## src/rtl/sensor_stream_rx.sv

```systemverilog
// Sensor pixel stream receiver: frames VSYNC/HSYNC beats (two RGB pixels
// per clock), checks line/frame geometry and buffers tagged beats in a FIFO.
// Ports: HCLK, HRESET (async, active-high); capture_en, VSYNC, HSYNC,
//   DATA_R0/G0/B0/R1/G1/B1 sensor side; m_valid, m_ready, m_data,
//   m_sof, m_eol, m_eof output stream; busy, frame_done, line_err,
//   frame_err, ovf_err status; err_clr clears the sticky errors.
module sensor_stream_rx #(
   parameter int IMG_PIX_W  = 8,
   parameter int WIDTH      = 64,
   parameter int HEIGHT     = 64,
   parameter int FIFO_DEPTH = 4
) (
   input  logic                   HCLK,
   input  logic                   HRESET,
   input  logic                   capture_en,
   input  logic                   VSYNC,
   input  logic                   HSYNC,
   input  logic [IMG_PIX_W-1:0]   DATA_R0,
   input  logic [IMG_PIX_W-1:0]   DATA_G0,
   input  logic [IMG_PIX_W-1:0]   DATA_B0,
   input  logic [IMG_PIX_W-1:0]   DATA_R1,
   input  logic [IMG_PIX_W-1:0]   DATA_G1,
   input  logic [IMG_PIX_W-1:0]   DATA_B1,
   output logic                   m_valid,
   input  logic                   m_ready,
   output logic [6*IMG_PIX_W-1:0] m_data,
   output logic                   m_sof,
   output logic                   m_eol,
   output logic                   m_eof,
   output logic                   busy,
   output logic                   frame_done,
   output logic                   line_err,
   output logic                   frame_err,
   output logic                   ovf_err,
   input  logic                   err_clr
);

   localparam int BEATS = WIDTH / 2;
   // col saturates at BEATS+1 so over-long lines stay detectable
   localparam int CW = $clog2(BEATS + 2);
   localparam int RW = $clog2(HEIGHT + 1);
   localparam int DW = 6 * IMG_PIX_W;
   localparam int EW = DW + 3;
   localparam int AW = $clog2(FIFO_DEPTH);

   typedef enum logic [1:0] {
      S_IDLE,
      S_WAIT,
      S_LINE,
      S_DONE
   } state_t;

   state_t        state_q;
   logic          vsync_q;
   logic          hsync_q;
   logic [CW-1:0] col_q;
   logic [RW-1:0] row_q;
   logic          stg_vld_q;
   logic [EW-1:0] stg_q;
   logic          line_err_q;
   logic          frame_err_q;
   logic          ovf_err_q;
   logic          err_seen_q;
   logic          frame_done_q;
   logic [EW-1:0] mem_q [FIFO_DEPTH];
   logic [AW:0]   wr_ptr_q;
   logic [AW:0]   rd_ptr_q;

   logic          vs_rise;
   logic          hs_fall;
   logic          in_frame;
   logic          take;
   logic          wr_beat;
   logic          t_sof;
   logic          t_eol;
   logic          t_eof;
   logic          line_set;
   logic          frame_set;
   logic          ovf_set;
   logic          fifo_full;
   logic          fifo_empty;
   logic          pop;
   logic          push;
   logic [EW-1:0] head;

   assign vs_rise  = VSYNC & ~vsync_q;
   assign hs_fall  = ~HSYNC & hsync_q;
   assign in_frame = (state_q == S_WAIT) || (state_q == S_LINE);
   // a VSYNC rise restarts the frame, so its beat is not taken
   assign take     = in_frame & HSYNC & ~vs_rise;
   assign wr_beat  = take & (col_q < CW'(BEATS));

   assign t_sof = (row_q == '0) && (col_q == '0);
   assign t_eol = col_q == CW'(BEATS - 1);
   assign t_eof = t_eol && (row_q == RW'(HEIGHT - 1));

   assign line_set  = (state_q == S_LINE) & ~vs_rise & hs_fall
                    & (col_q != CW'(BEATS));
   assign frame_set = in_frame & vs_rise;

   assign fifo_empty = wr_ptr_q == rd_ptr_q;
   assign fifo_full  = (wr_ptr_q[AW-1:0] == rd_ptr_q[AW-1:0])
                     && (wr_ptr_q[AW] != rd_ptr_q[AW]);
   assign pop        = ~fifo_empty & m_ready;
   assign push       = stg_vld_q & (~fifo_full | pop);
   assign ovf_set    = stg_vld_q & fifo_full & ~pop;

   always_ff @(posedge HCLK or posedge HRESET) begin
      if (HRESET) begin
         state_q      <= S_IDLE;
         vsync_q      <= 1'b0;
         hsync_q      <= 1'b0;
         col_q        <= '0;
         row_q        <= '0;
         stg_vld_q    <= 1'b0;
         stg_q        <= '0;
         line_err_q   <= 1'b0;
         frame_err_q  <= 1'b0;
         ovf_err_q    <= 1'b0;
         err_seen_q   <= 1'b0;
         frame_done_q <= 1'b0;
      end else begin
         vsync_q      <= VSYNC;
         hsync_q      <= HSYNC;
         frame_done_q <= 1'b0;
         stg_vld_q    <= wr_beat;
         if (wr_beat) begin
            stg_q <= {DATA_R0, DATA_G0, DATA_B0,
                      DATA_R1, DATA_G1, DATA_B1,
                      t_sof, t_eol, t_eof};
         end
         // a new error beats a simultaneous clear
         line_err_q  <= line_set  | (line_err_q  & ~err_clr);
         frame_err_q <= frame_set | (frame_err_q & ~err_clr);
         ovf_err_q   <= ovf_set   | (ovf_err_q   & ~err_clr);
         if (line_set | frame_set | ovf_set) begin
            err_seen_q <= 1'b1;
         end
         if (take && (col_q <= CW'(BEATS))) begin
            col_q <= col_q + CW'(1);
         end
         unique case (state_q)
            S_IDLE: begin
               if (vs_rise && capture_en) begin
                  state_q    <= S_WAIT;
                  row_q      <= '0;
                  col_q      <= '0;
                  err_seen_q <= 1'b0;
               end
            end
            S_WAIT: begin
               if (vs_rise) begin
                  row_q <= '0;
                  col_q <= '0;
               end else if (HSYNC) begin
                  state_q <= S_LINE;
               end
            end
            S_LINE: begin
               if (vs_rise) begin
                  state_q <= S_WAIT;
                  row_q   <= '0;
                  col_q   <= '0;
               end else if (hs_fall) begin
                  col_q   <= '0;
                  row_q   <= row_q + RW'(1);
                  state_q <= (row_q == RW'(HEIGHT - 1)) ? S_DONE : S_WAIT;
               end
            end
            S_DONE: begin
               state_q      <= S_IDLE;
               frame_done_q <= ~err_seen_q;
            end
            default: state_q <= S_IDLE;
         endcase
      end
   end

   always_ff @(posedge HCLK or posedge HRESET) begin
      if (HRESET) begin
         wr_ptr_q <= '0;
         rd_ptr_q <= '0;
      end else begin
         if (push) wr_ptr_q <= wr_ptr_q + (AW+1)'(1);
         if (pop)  rd_ptr_q <= rd_ptr_q + (AW+1)'(1);
      end
   end

   always_ff @(posedge HCLK) begin
      if (push) mem_q[wr_ptr_q[AW-1:0]] <= stg_q;
   end

   assign head    = mem_q[rd_ptr_q[AW-1:0]];
   assign m_valid = ~fifo_empty;
   // gate the head so the stream reads zero while empty
   assign {m_data, m_sof, m_eol, m_eof} = fifo_empty ? '0 : head;

   assign busy       = state_q != S_IDLE;
   assign frame_done = frame_done_q;
   assign line_err   = line_err_q;
   assign frame_err  = frame_err_q;
   assign ovf_err    = ovf_err_q;

endmodule
```

## config.mk

```make
export PLATFORM = sky130hd
export DESIGN_NAME = sensor_stream_rx
export DESIGN_NICKNAME = d
export VERILOG_FILES = /design/src/rtl/sensor_stream_rx.sv
export SDC_FILE = /design/constraint.sdc
export NUM_CORES = 1
export LEC_CHECK = 0
export BUFFER_PORTS_ARGS = -buffer_cell sky130_fd_sc_hd__buf_2
export CORE_MARGIN = 8
export CORE_UTILIZATION = 59
export CTS_CLUSTER_DIAMETER = 40
export DETAILED_ROUTE_END_ITERATION = 8
export GPL_TIMING_DRIVEN = 0
export HOLD_SLACK_MARGIN = 0.12
export PLACE_DENSITY_LB_ADDON = 0.1
export SETUP_SLACK_MARGIN = 0.2
export SYNTH_ARGS = -nofsm -noshare
export SYNTH_HDL_FRONTEND = slang
export SYNTH_SLANG_ARGS = --single-unit
```

## constraint.sdc

```tcl
create_clock -name HCLK -period 3.1 [get_ports HCLK]
set_input_delay 0.465 -clock HCLK [delete_from_list [all_inputs] [get_ports HCLK]]
set_output_delay 0.465 -clock HCLK [all_outputs]
set_load 0.02 [all_outputs]
```

After elaboration in Yosys (flattened, before gate mapping)
Memories as Yosys holds them, arrays and structs flattened.
Index checks and enable logic that the tools add are counted.
{"block": "totals", "out_inout_bits": 57, "register_bits": 80, "ramBits": 204, "word_cells": 103, "input_bits": 55, "n_memories": 1, "latchBits": 0, "romBits": 0}
{"block": "classes", "n_addsub": 4, "reduce_logical": 13, "bitwise": 30, "eq_ne": 14, "muxes": 25, "div": 0, "n_mul": 0, "magnitude_cmp": 2, "shifts": 0}
{"name": "mem_q", "depth": 4, "word_bits": 51, "rd": 1, "rd_ports_with_merged_regs": 0, "write_ports": 1, "line": "65", "text": "logic [EW-1:0] mem_q [FIFO_DEPTH];"}
{"operator": "51-bit 2-to-1 mux", "n": 1}
{"operator": "6-bit 2-to-1 mux", "n": 5}
{"operator": "7-bit 2-to-1 mux", "n": 4}
{"operator": "7-bit one-hot mux with 3 select lines", "n": 1}
{"operator": "6-bit one-hot mux with 3 select lines", "n": 1}
{"operator": "1-bit bitwise AND", "n": 16}
{"operator": "2-bit 2-to-1 mux", "n": 6}
{"operator": "2-bit != test, second input constant", "n": 4}
{"operator": "1-bit inverter", "n": 8}
{"operator": "2-bit one-hot mux with 4 select lines", "n": 1}
{"operator": "4-bit AND reduction", "n": 2}
{"operator": "7-bit by 1-bit adder with 7-bit output, second input constant", "n": 1}
{"operator": "7-bit by 6-bit == test with 1-bit output, second input constant", "n": 1}
{"operator": "7-bit logical NOT", "n": 1}
{"operator": "3-bit by 1-bit adder with 3-bit output, second input constant", "n": 2}
{"operator": "6-bit by 1-bit adder with 6-bit output, second input constant", "n": 1}
{"operator": "6-bit by 5-bit == test with 1-bit output, second input constant", "n": 1}
{"operator": "6-bit <= comparator, second input constant", "n": 1}
{"operator": "6-bit logical NOT", "n": 1}
{"operator": "6-bit less-than comparator, second input constant", "n": 1}
{"operator": "1-bit 2-to-1 mux", "n": 6}
{"operator": "6-bit != test, second input constant", "n": 1}
{"operator": "1-bit bitwise OR", "n": 6}
{"operator": "1-bit logical AND", "n": 5}
{"operator": "other kinds (10)", "n": 11}

Depth between registers and ports, before layout
Gate-level depths: netlist (run 1).
{"block": "depth", "ltp_word": 11, "mapped_depth": 9, "mapped_depth_nobuf": 7}

Worst setup path before layout (run 1)
OpenSTA, ideal clock, no wires.
{"block": "synth_path", "path_type": "reg-to-reg", "from": "register rd_ptr_q[1]", "to": "memory mem_q[3][0] in the netlist's numbering, enable pin", "setup_ps": 415, "t_required_ps": 2685, "arrival_time_ps": 2271, "stages_incl_launch_ff": 5, "synth_period_minus_slack_ps": 2687, "path_slack_ps": 413, "cell_sequence": "dfrtp_1 -> buf_2 -> xor2_1 -> o41a_1 -> and2_1"}
{"block": "synth_between", "elab_chain_len": 7, "word_cells_on_any_way": 10, "cone_classes": "eq/ne: 2; mux: 2; bitwise: 5; reduce/logical: 1"}
{"item": "start, declared", "line": "67", "text": "logic [AW:0] rd_ptr_q;"}
{"item": "start signal, assigned", "line": "185", "text": "if (pop) rd_ptr_q <= rd_ptr_q + (AW+1)'(1);"}
{"item": "3-bit == test / 2-bit == test (equally long branches)", "line": "101, 102"}
{"item": "1-bit inverter / 1-bit logical AND (equally long branches)", "line": "104, 103"}
{"item": "1-bit bitwise AND / 1-bit inverter (equally long branches)", "line": "104, 105"}
{"item": "1-bit bitwise OR (*)", "line": "105", "text": "assign push = stg_vld_q & (~fifo_full | pop);"}
{"item": "1-bit bitwise AND (*)", "line": "105"}
{"item": "1-bit 2-to-1 mux (*)", "line": "190", "text": "if (push) mem_q[wr_ptr_q[AW-1:0]] <= stg_q;"}
{"item": "1-bit 2-to-1 mux (not written as such) (*)", "line": "190"}
{"item": "end, declared", "line": "65"}
Every way passes the cells marked *; elsewhere a longest branch is shown, timed or not.

Worst setup path in the final report (run 1)
{"block": "layout_path", "from": "register rd_ptr_q[1]", "to": "output port m_data[34]"}
{"block": "layout_between", "elab_chain_len": 2, "word_cells_on_any_way": 3, "cone_classes": "eq/ne: 1; mux: 1; memory: 1"}
{"item": "memory 4 x 51 bit / 3-bit == test (equally long branches)"}
{"item": "51-bit 2-to-1 mux (*)", "line": "196", "text": "assign {m_data, m_sof, m_eol, m_eof} = fifo_empty ? '0 : head;"}
{"item": "end, declared", "line": "26", "text": "output logic [6*IMG_PIX_W-1:0] m_data,"}
Marks and branches as above.

==> results.md, run 1 <==
- Run status: completed
- # DRC: 0
- H-Tree Depth: 2
- Initial drt markers: 380
- Fraction of synthesized area in multiplexers: 0.105
- Synthesized area: 11,200 um2
- Pin count of the biggest net entering global routing: 53
- Max-cap violations: 0
- Final nets: 912
- Post-Syn Nets: ~760
- Fraction of layout cells with a size suffix above 1: 0.285
- Total grt overflow: 0
- Core Rows: 50
- Syn Area/Cell: ~16 um2
- WHS: between 0.1 and 0.15 ns
- Crit path from: rd_ptr_q[1]$_DFFE_PP0P_
- Netlist cell types: about 40
- IO Port Bufs: about 110
- Tmin final: 2.83 ns
- Seq/Total Area, Yosys: 0.726
- FF-to-FF End: mem_q[1][43]$_DFFE_PP_
- Final cell count without fillers: ~1,100
- Routed vias: between 6,000 and 7,000
- Post-CTS setup buffers: 0
- R2R depth: 4
- Final Hold Fails: 0
- CTS tree: built
- Final setup fails: 0
- Max-slew violations: 0
- CP Data Required Time: about 2.6 ns
- Final WL: roughly 22 mm
- Remaining antenna violation count: 0
- Core area: approximately 19,000 um2
- Switching Share: 0.345
- Synthesis Warnings: 0
- FF+latch count, synth: around 280
- Clock-pin slew on the worst setup and hold paths: around 0.060 ns
- Multi-input logic area: ~2900 um2
- TritonCTS Buffers: 34
- Largest buffer count on any clock path: 3
- Internal power: roughly 9.7 mW
- Clock Power Share: 0.257
- Post-Route Skew: between 0.02 and 0.025 ns
- Initial Utilization: 0.600
- Full die area: approximately 24,000 um2
- Layout area overhead: 18.2%
- Slew HR: 0.431
- Fillcell total: around 1,200
- Die height: 154 um
- Adder-cell share of the synthesized area: 0.0145
- Commonest non-fill, non-tap cell in the layout: edfxtp_1
- Worst-Margin Slew: 0.853 ns
- Min-Delay Path Class: input pin to register
- Critical path arrival: 2.36 ns
- Placed cell count: ~1,000
- Asr flop ratio synth: 0.282
- Worst reg-to-reg setup slack: about 0.73 ns
- Ys flop type: edfxtp_1
- First-pass GRT wire length: 35.4 mm
- All-Layer GR Usage: 0.191
- Fmax: 0.354 GHz
- Synth Area in XOR/XNOR: 0.00861
- Logic gate share of total power: 0.348
- Clk root buf: clkbuf_16
- RSZ-0062 raised after global routing: no
- Simple-Gate Fraction of Synth Area: 0.104
- Static Leakage: about 5.2 nW
- Sequential Power Share: 0.395
- # clock sinks: ~280
- Seq. cell area: about 8000 um2
- Detailed Place HPWL: roughly 13 mm
- Via/cell ratio: ~5.7
- CP max FO: 10
- Most frequent cells in the layout: 204 x edfxtp_1, 154 x nand2_1, 116 x buf_2
- CP startpoint kind: register
- Post-Synthesis Cells: 695
- Main combinational cell family by area after synthesis: multiplexers
- Post-detailed-route wirelength per cell: around 20 um
- Worst skew pair latency: 0.50 ns
- Crit Path Class: register to output pin
- Die span in x: around 150 um
- Critical path endpoint category: output pin
- RD Place Congestion: 0.839
- Setup TNS: 0 ns
- Final Cycle Share: 0.912
- Synth Area in Compound Gates: 0.0215
- Crit Reg-Reg Startpoint: rd_ptr_q[1]$_DFFE_PP0P_
- Power Total: approximately 15 mW
- Vias in the first global route: 6,676
- Switching power total: around 5.1 mW
- 1st-pass router iterations: 5
- EDFF count, synth: 204
- CP endpoint: m_data[34]
- Antenna diodes: 0
- Peak VDD IR: roughly 0.0006 V
- Cell area power density: 1120 nW/um2
- Initial antenna violation count: 0
- I/O pins: ~110
==> cell families (layout without fill, tap and decap cells) <==
logic type,count (synthesis),in the layout
multiplexers,54,54
XOR/XNOR,11,11
buffers and inverters,49,223
AO/OA/AOI/OAI,31,31
flip-flops,284,284
adder cells (fa/ha/maj),13,13
AND/OR/NAND/NOR,253,253
==> worst max-delay path: stages (launching register included) <==
cell	delay, ns
dfrtp_1	0.38
clkbuf_4	0.19
xor2_1	0.20
or3_1	0.38
buf_4	0.19
clkbuf_4	0.19
and2_1	0.16
buf_2	0.16
==> routing by layer <==
metal	global-route usage	share of wire
met1	0.236	0.40
met2	0.336	0.53
met3	0.0387	0.052
met4	0.0565	0.017
met5	0	0
==> registers in the layout, summed over array words and instances, names as in the netlist <==
signal / count
vsync_q: 1
frame_done: 1
state_q: 2
err_seen_q: 1
ovf_err: 1
col_q: 6
frame_err: 1
line_err: 1
row_q: 7
stg_vld_q: 1
wr_ptr_q: 3
mem_q: 204
stg_q: 51
hsync_q: 1
rd_ptr_q: 3
==> power groups by stage <==
stage,combinational (mW),clock (mW),sequential (mW)
CTS,5.24,3.86,5.84
detailed placement,5.13,0,5.91
finish,5.15,3.80,5.84
floorplan,3.56,0,5.76
global placement,5.02,0,5.83
global route,5.59,4.00,5.94
==> area by class of cell <==
type	instances	share of cell area
buffer	31	0.0149
clock buffer	44	0.0703
multi-input combinational	362	0.216
inverter	18	0.00530
timing repair buffer	113	0.0448
tap	234	0.0221
clock inverter	17	0.0124
sequential	284	0.614
==> synth_stat cells (all sizes together), types with 4 or more instances <==
| cell | count | share of area |
|---|---|---|
| a31oi | 4 | 0.0022 |
| inv | 17 | 0.0057 |
| nor3 | 5 | 0.0022 |
| xnor2 | 7 | 0.0055 |
| a32o | 5 | 0.0045 |
| nand3 | 10 | 0.0045 |
| ha | 13 | 0.015 |
| buf | 16 | 0.0088 |
| dfrtp | 80 | 0.18 |
| edfxtp | 204 | 0.55 |
| clkbuf | 15 | 0.0050 |
| and2 | 57 | 0.032 |
| nor2 | 12 | 0.0040 |
| nand2 | 154 | 0.052 |
| mux4 | 51 | 0.10 |
| xor2 | 4 | 0.0031 |
| o21ai | 7 | 0.0031 |
==> timing repair <==
item / 4_1_cts / 5_1_grt
endpoints found under the hold margin: 32 / 0
setup endpoints to repair: 49 / 49
hold buffers: 1 / 0
gates resized for setup: 15 / 14
==> worst min-delay path by stage <==
stage	from	end	slack, ns	depth (start not counted)
after floorplan	err_seen_q$_DFF_PP0_	frame_done$_DFF_PP0_	0.40	1
after global placement	err_seen_q$_DFF_PP0_	frame_done$_DFF_PP0_	0.45	1
after detailed placement	err_seen_q$_DFF_PP0_	frame_done$_DFF_PP0_	0.45	1
after CTS	HSYNC	hsync_q$_DFF_PP0_	0.12	1
after global routing	HSYNC	hsync_q$_DFF_PP0_	0.13	1
final	HSYNC	hsync_q$_DFF_PP0_	0.15	1
==> metrics by stage <==
stage | setup WS (ns) | utilization | cell area [um2]
2_1_floorplan | 0.413 | - | 11200
3_3_place_gp | -0.804 | 0.646 | 12000
3_5_place_dp | 0.611 | 0.648 | 12100
4_1_cts | 0.200 | 0.709 | 13200
5_1_grt | 0.191 | 0.710 | 13200
6_report | 0.272 | 0.710 | 13200
(Power assumes the default switching activity.)
==> run 2: changes to the inputs <==
Settings changed: RECOVER_POWER from default to 100.
==> results.md, run 2 (synthesized netlist as in run 1, its figures left out) <==
- Final cell count without fillers: between 1,000 and 1,500
- Routed vias: approximately 6,300
- 1st-pass router iterations: 4
- Cell area after layout: between 10,000 and 15,000 um2
- Fraction of layout cells with a size suffix above 1: 0.228
- Cell area power density: roughly 1100 nW/um2
- # DRC: 0
- RD Place Congestion: 0.839
- RSZ-0062 raised after global routing: no
- FF-to-FF End: stg_q[9]$_DFFE_PP0P_
- Layout area overhead: 17.4%
- Met3 Use GR: 0.0387
- Crit Reg-Reg Startpoint: state_q[0]$_DFFE_PP0P_
- Core Rows: 50
- Max-cap violations: 1
- Die span in x: ~150 um
- I/O pins: 112
- Final Cycle Share: 0.935
- Initial antenna violation count: 0
- Detailed Place HPWL: about 13 mm
- Largest buffer count on any clock path: 3
- CTS tree: built
- Hold_sp: DATA_B1[2]
- Peak VDD IR: around 0.00058 V
- # clock sinks: ~280
- Crit path max-delay family: buffers and inverters
- R2R depth: 9
- Failing checks: max-capacitance violations, max-slew violations
- CP startpoint kind: register
- Total grt overflow: 0
- Final Hold Fails: 0
- Slew HR: -0.218
- Pin count of the biggest net entering global routing: 53
- M1 GR Usage: 0.236
- Remaining antenna violation count: 0
- CP Cell Sequence: clkbuf_4, xor2_1, or3_1, buf_4, clkbuf_2, and2_0, buf_2
- Critical path arrival: ~2.4 ns
- CP Data Required Time: between 2 and 3 ns
- Antenna diodes: 0
- Hold Path End: stg_q[5]$_DFFE_PP0P_
- Final setup fails: 0
- IO Port Bufs: roughly 110
- H-Tree Depth: 2
- Final WL: about 22 mm
- Initial Utilization: 0.600
- Worst-Margin Slew: around 1.8 ns
- Initial drt markers: 390
- Via/cell ratio: 5.68
- Fmax: 0.345 GHz
- Vias in the first global route: around 6,700
- Post-detailed-route wirelength per cell: ~20 um
- Tmin final: approximately 2.9 ns
- Buf/Inv on CP: 4
- Placed cell count: between 1,000 and 1,500
- Crit Path Class: register to output pin
- Busiest grt layer: met2
- Die height: about 150 um
- Worst path max stage delay: between 0.3 and 0.4 ns
- Placed Instance Area: around 12,000 um2
- Final nets: about 900
- Core area: approximately 19,000 um2
- Max reg flops: between 200 and 250
- Post-Route Skew: between 0.02 and 0.025 ns
- Final worst slack: approximately 0.20 ns
- Worst slack, placed: roughly 0.6 ns
- First-pass GRT wire length: roughly 35 mm
- CP max FO: 10
- Clock-pin slew on the worst setup and hold paths: 0.06 ns
- Full die area: roughly 24,000 um2
- All-Layer GR Usage: 0.191
- Critical path endpoint category: output pin
- Hold path cells: 3
- Worst skew pair latency: about 0.50 ns
- Clk root buf: clkbuf_16
- Min-Delay Path Class: input pin to register
- Commonest non-fill, non-tap cell in the layout: edfxtp_1
- TritonCTS Buffers: 34
- Worst path slowest cell: dfrtp_1
- Met2 Usage GRT: 0.336
- Most frequent cells in the layout: 204 x edfxtp_1, 154 x nand2_1, 80 x dfrtp_1
- Worst reg-to-reg setup slack: around 0.50 ns
- Run status: complete, but fails checks
- Max-slew violations: 33
- Static Leakage: about 5.1 nW
[run 2: worst max-delay path by stage]
stage / startpoint / end / slack, ns / cells past startpoint
after floorplan: rd_ptr_q[1]$_DFFE_PP0P_ / mem_q[3][0]$_DFFE_PP_ / 0.41 / 4
after global placement: HRESET / stg_q[12]$_DFFE_PP0P_ / -0.80 / 2
after detailed placement: rd_ptr_q[1]$_DFFE_PP0P_ / m_data[22] / 0.61 / 7
after CTS: rd_ptr_q[0]$_DFFE_PP0P_ / m_data[15] / 0.20 / 7
after global routing: rd_ptr_q[1]$_DFFE_PP0P_ / m_data[10] / 0.10 / 7
final: rd_ptr_q[1]$_DFFE_PP0P_ / m_data[10] / 0.20 / 7
[run 2: per-stage QoR]
stage                     setup TNS (ns)   util  hold slack [ns]  power (mW)
after global placement           -207.15  0.646            0.451        10.8
after detailed placement               0  0.648            0.447        11.0
after global routing                   0  0.705            0.145        15.4
after CTS                              0  0.709            0.123        14.9
after floorplan                        0      -            0.403        9.32
final                                  0  0.705            0.157        14.6
[run 2: metal layers]
layer  wire length, um  vias to the layer above
li1                  -                     2857
met5                 0                        -
met2             11800                      185
met4               412                        0
met1              8970                     3184
met3              1170                       40
[run 2: timing repair]
action	in CTS	in global routing
hold buffers	1	0
endpoints found under the hold margin	32	0
pin swaps	0	0
setup endpoints to repair	49	49
gates resized for setup	15	14
setup buffers	0	0
[run 2: layout make-up]
cell class,instances,area [um2]
buffer,31,171
clock buffer,44,930
clock inverter,17,164
fill,1271,5500
inverter,18,68.8
multi-input combinational,362,2850
sequential,284,8130
tap,234,293
timing repair buffer,113,541
[run 2: tightest hold or removal path: stages]
cell and delay [ns]:
buf_2 0.07, nand2_1 0.04, nand2_1 0.04
[run 2: power by group]
part           switching [mW]  total [mW]  internal [mW]
clock network            1.49        3.80           2.31
registers               0.533        5.84           5.31
logic                    3.10        4.97           1.88
total                    5.12        14.6           9.50
